[config.mk]
export PLATFORM = sky130hd
export DESIGN_NAME = product_accumulator
export DESIGN_NICKNAME = d
export VERILOG_FILES = /design/src/rtl/product_accumulator.sv
export SDC_FILE = /design/constraint.sdc
export NUM_CORES = 1
export LEC_CHECK = 0
export CORE_UTILIZATION = 44
export CTS_CLUSTER_SIZE = 25
export DETAILED_ROUTE_END_ITERATION = 6
export GPL_ROUTABILITY_DRIVEN = 0
export HOLD_SLACK_MARGIN = 0.08
export PLACE_DENSITY = 0.75
export SLEW_MARGIN = 20
export SYNTH_ARGS = -nofsm -noshare
export SYNTH_HDL_FRONTEND = slang
export SYNTH_SLANG_ARGS = --single-unit
[constraint.sdc]
create_clock -name clk -period 2.46 [get_ports clk]
set_input_delay 0.492 -clock clk [delete_from_list [all_inputs] [get_ports clk]]
set_output_delay 0.492 -clock clk [all_outputs]
set_load 0.02 [all_outputs]
[src/rtl/product_accumulator.sv]
// Frame accumulator for the 3x3 multiplier's 6-bit products.
// Sums N accepted products, then holds the result until the consumer takes it.
module product_accumulator #(
  parameter int N     = 4,
  parameter int ACC_W = 8,
  parameter int CNT_W = 3
) (
  input  logic             clk,
  input  logic             rst,
  input  logic             clear,
  input  logic             in_valid,
  input  logic [5:0]       in_p,
  output logic             in_ready,
  input  logic             out_ready,
  output logic             out_valid,
  output logic [ACC_W-1:0] acc_out,
  output logic             overflow,
  output logic [CNT_W-1:0] count
);

  typedef enum logic {
    ACCUM = 1'b0,
    HOLD  = 1'b1
  } state_t;

  state_t           state;
  logic [ACC_W:0]   sum_ext;
  logic             last_product;

  // One extra bit captures the carry that feeds the sticky overflow flag.
  always_comb begin
    sum_ext      = {1'b0, acc_out} + (ACC_W + 1)'(in_p);
    last_product = (count == CNT_W'(N - 1));
  end

  always_ff @(posedge clk) begin
    if (rst || clear) begin
      state    <= ACCUM;
      acc_out  <= '0;
      overflow <= 1'b0;
      count    <= '0;
    end else begin
      case (state)
        ACCUM: begin
          if (in_valid) begin
            acc_out  <= sum_ext[ACC_W-1:0];
            overflow <= overflow | sum_ext[ACC_W];
            count    <= count + CNT_W'(1);
            if (last_product) state <= HOLD;
          end
        end
        HOLD: begin
          if (out_ready) begin
            state    <= ACCUM;
            acc_out  <= '0;
            overflow <= 1'b0;
            count    <= '0;
          end
        end
        default: state <= ACCUM;
      endcase
    end
  end

  always_comb begin
    in_ready  = (state == ACCUM);
    out_valid = (state == HOLD);
  end

endmodule

Word level (Yosys, flattened, before mapping)
Index checks and enable logic that the tools add are counted.
{"block": "word_totals", "regBits": 13, "inputBits": 11, "out_inout_bits": 14, "elab_cells": 26}
{"block": "classes", "add_sub_neg": 2, "eq_ne": 3, "mux": 13, "bitwise_logic": 2, "n_reduce_logical": 2}
{"operator": "2-to-1 mux 8 bit", "n": 2}
{"operator": "case mux 8 bit (2 select lines)", "n": 1}
{"operator": "adder 8 x 6 -> 9 bit", "n": 1}
{"operator": "2-to-1 mux 3 bit", "n": 2}
{"operator": "case mux 3 bit (2 select lines)", "n": 1}
{"operator": "2-to-1 mux 1 bit", "n": 5}
{"operator": "!= test 2 bit (second input constant)", "n": 2}
{"operator": "case mux 1 bit (2 select lines)", "n": 2}
{"operator": "adder 3 x 1 -> 3 bit (second input constant)", "n": 1}
{"operator": "== test 3 x 2 -> 1 bit (second input constant)", "n": 1}
{"operator": "AND reduction 2 bit", "n": 1}
{"operator": "logical OR 1 bit", "n": 1}
{"operator": "NOT 1 bit", "n": 1}
{"operator": "OR 1 bit", "n": 1}

Logic depth before layout (Yosys ltp)
{"block": "logic_depth", "ltp_word": 4, "depth_mapped": 7, "mapped_depth_nobuf": 7}

Worst setup path after synthesis
No wires, ideal clock.
{"block": "synth_timing", "path_kind": "input to register", "startpoint": "input port in_p[0]", "endpoint": "register acc_out[6]", "setup_ns": 0.117, "arrival_time_ns": 1.830, "required_time_ns": 2.343, "slack_ns": 0.513, "cell_stages": 7, "path_buffers": 0, "cell_sequence": "ha_1 > fa_1 > a211oi_1 > nor2_1 > o31ai_4 > xnor2_1 > nor2_1"}
{"block": "synth_via", "elab_chain_cells": 3}
{"item": "from (decl)", "line": "12", "text": "input logic [5:0] in_p,"}
{"item": "adder 8 x 6 -> 9 bit", "line": "32", "text": "sum_ext = {1'b0, acc_out} + (ACC_W + 1)'(in_p);"}
{"item": "2-to-1 mux 8 bit", "line": "45", "text": "if (in_valid) begin"}
{"item": "case mux 8 bit (2 select lines)", "line": "43", "text": "case (state)"}
{"item": "to (signal assigned)", "line": "46", "text": "acc_out <= sum_ext[ACC_W-1:0];"}
{"item": "to (decl)", "line": "16", "text": "output logic [ACC_W-1:0] acc_out,"}
Every way passes these cells. The select of a mux whose other input is x is not followed.
A chain may end at the register's enable or synchronous reset.

Final worst setup path
Ends and elaborated chain as after synthesis.

==> flow_summary.json <==
{
  "path_max_fanout": 3,
  "die_y_um": 43.65,
  "yosysMostFrequentCell": "nor2_1",
  "synth.distinct_cells": 26,
  "timing.rr.start": "acc_out[0]$_SDFFE_PP0P_",
  "grt_overflow": 0,
  "cts_buffers": 3,
  "rsz0062_at_grt": "false",
  "drc_errors": 2,
  "yosys-mux-area-fraction": 0.01311,
  "dp_cells": 122,
  "cts_tree": "done",
  "grt_max_degree": 13,
  "viasPerCell": 5.421,
  "drtPass1Iterations": 6,
  "antenna_found_initial": 0,
  "critPathLaunch": "in_p[0]",
  "synth_top_family_by_area": "compound AO/OA/AOI/OAI gates",
  "yosys.area.top_type": "dfxtp_1",
  "synth_edf_count": 0,
  "ant_nets": 0,
  "wire_per_inst_um": 12.18,
  "layout.cells.non_filler": 126,
  "crit_arrival_ps": 2370,
  "synth_area_um2": 763.2,
  "synthXorXnorAreaFrac": 0.05738,
  "synth-simple-area-share": 0.1721,
  "grt_usage": 0.1759,
  "crit_required_ps": 2620,
  "ys.flop_type": "dfxtp_1",
  "cts_max_level": 1,
  "endpoint_kind": "flip-flop",
  "postCtsHoldBufs": 0,
  "die-area_um2": 1905,
  "maxCapViolations": 0,
  "final-setup-viol-count": 0,
  "synth-seq-cells": 13,
  "root_buffer": "clkbuf_4",
  "syn_nets": 104,
  "synth_adder_area_share": 0.1574,
  "total_leakage_power_uw": 0.0004077,
  "insertedDiodeCount": 0,
  "vias": 683,
  "clock_latency_ps": 260,
  "die_w_um": 43.65,
  "drt_wl_total_mm": 1.535,
  "hold_viol_final": 0,
  "synthArstFlopShare": 0,
  "grt_pass1_vias": 580,
  "violations": "design-rule violations",
  "min_from": "overflow$_SDFFE_PP0P_",
  "synth_common_cells": "nor2_1 (16), dfxtp_1 (13), ha_1 (8)",
  "critPathKind": "in2reg",
  "synth-compound-area-share": 0.2295,
  "ir_drop_uv": 272.3,
  "p_per_area_nw_per_um2": 427.8,
  "num_rows": 14,
  "start_kind": "primary input",
  "synthCells": 84,
  "clock.fmax_mhz": 453.4,
  "clockBufferDepth": 2,
  "tightest_slew_ps": 745.7,
  "hpwlAfterDp_mm": 1.192,
  "syn2layout_area_growth_pct": 36.56,
  "clk_pin_slew_ps": 80,
  "drtIter0Drc": 10,
  "maxSlewViolCount": 0,
  "cts.sinks": 13,
  "io_buffer_count": 24,
  "syn_area_per_cell_um2": 9.086,
  "place_ws_ps": -7.109,
  "drive_gt1_frac": 0.06364,
  "seq_area_frac_synth": 0.3410,
  "period_share": 0.8965,
  "io_pins": 25,
  "min_path_type": "reg2reg",
  "fin_ws_ps": 254.7,
  "nets": 131,
  "core_um2": 1559,
  "fillers": 144,
  "synth_top_area_frac": 0.3410,
  "status": "complete, but fails checks",
  "cts_resized": 0,
  "period_needed_ps": 2205,
  "start_util": 0.4896,
  "postCtsSetupBuffers": 0,
  "fin_worst_skew_ps": 1.455,
  "relSlewSlack": 0.4930,
  "yosys_warnings": 0,
  "yosys-top-cells-area": "dfxtp_1 (34%), ha_1 (13%), nor2_1 (7.9%)",
  "grt_pass1_wl_mm": 2.490
}
## routing by layer
layer | share of wire | global-route usage | wire [um]
met1 | 0.49 | 0.2422 | 746
met2 | 0.45 | 0.2746 | 698
met3 | 0.053 | 0.02500 | 81
met4 | 0.0059 | 0.07500 | 9
met5 | 0 | 0 | 0
## power by group
| group | total, uW | internal [uW] | switching [uW] |
|---|---|---|---|
| combinational | 95.8 | 47.1 | 48.7 |
| sequential | 220 | 216 | 4.52 |
| clock | 130 | 62.6 | 67.3 |
| total | 446 | 325 | 121 |
## area by class of cell
class | count | area (um^2) | area share
Inverter | 3 | 11.26 | 0.01080
Multi-Input combinational cell | 66 | 484.2 | 0.4646
Timing Repair Buffer | 24 | 240.2 | 0.2305
Sequential cell | 13 | 260.3 | 0.2497
Clock buffer | 4 | 26.28 | 0.02521
Tap cell | 16 | 20.02 | 0.01921
## path summary, 6_finish.rpt
path | endpoint | slack (ps) | depth (start not counted)
max | acc_out[6]$_SDFFE_PP0P_ | 250 | 8
min | overflow$_SDFFE_PP0P_ | 480 | 2
max reg2reg | acc_out[6]$_SDFFE_PP0P_ | 570 | 7
min reg2reg | overflow$_SDFFE_PP0P_ | 480 | 2
## cells in the final DEF, fill, tap and decap left out, drive strengths merged, types with 2 or more instances in the layout
cell type	n
clkdlybuf4s50	24
nor2	17
dfxtp	13
ha	8
a21oi	6
a22oi	4
nand2	4
nand3	4
clkbuf	4
inv	3
xnor2	3
a32o	3
o31ai	3
xor2	2
a211oi	2
a21o	2
nand4	2
## registers in the layout, indices dropped and copies added (netlist names)
name       cells
out_valid      1
overflow       1
count          3
acc_out        8
## worst max-delay path, cell delays in order
cell and delay [ps]:
clkdlybuf4s50_1 400, ha_1 220, fa_1 430, a211oi_1 260, nor2_1 120, o31ai_4 220
xnor2_1 160, nor2_1 60
## stage by stage
stage	util	hold WS [ps]	power, uW	instance area, um^2	setup TNS, ps
after CTS	0.6661	491.0	452.8	1039	0
after global placement	0.6493	482.2	319.5	1012	0
final	0.6685	484.3	445.9	1042	0
after detailed placement	0.6493	479.2	320.2	1012	-7.109
after global routing	0.6685	504.1	471.5	1042	0
after floorplan	-	559.5	283.2	763.2	0
## cell families (layout without fill, tap and decap cells)
logic type | count (synthesis) | count (layout)
XOR/XNOR | 5 | 5
flip-flops | 13 | 13
adder cells (fa/ha/maj) | 9 | 9
buffers and inverters | 5 | 31
multiplexers | 1 | 1
AND/OR/NAND/NOR | 29 | 29
AO/OA/AOI/OAI | 22 | 22
Power figures use the tool's default switching activity.
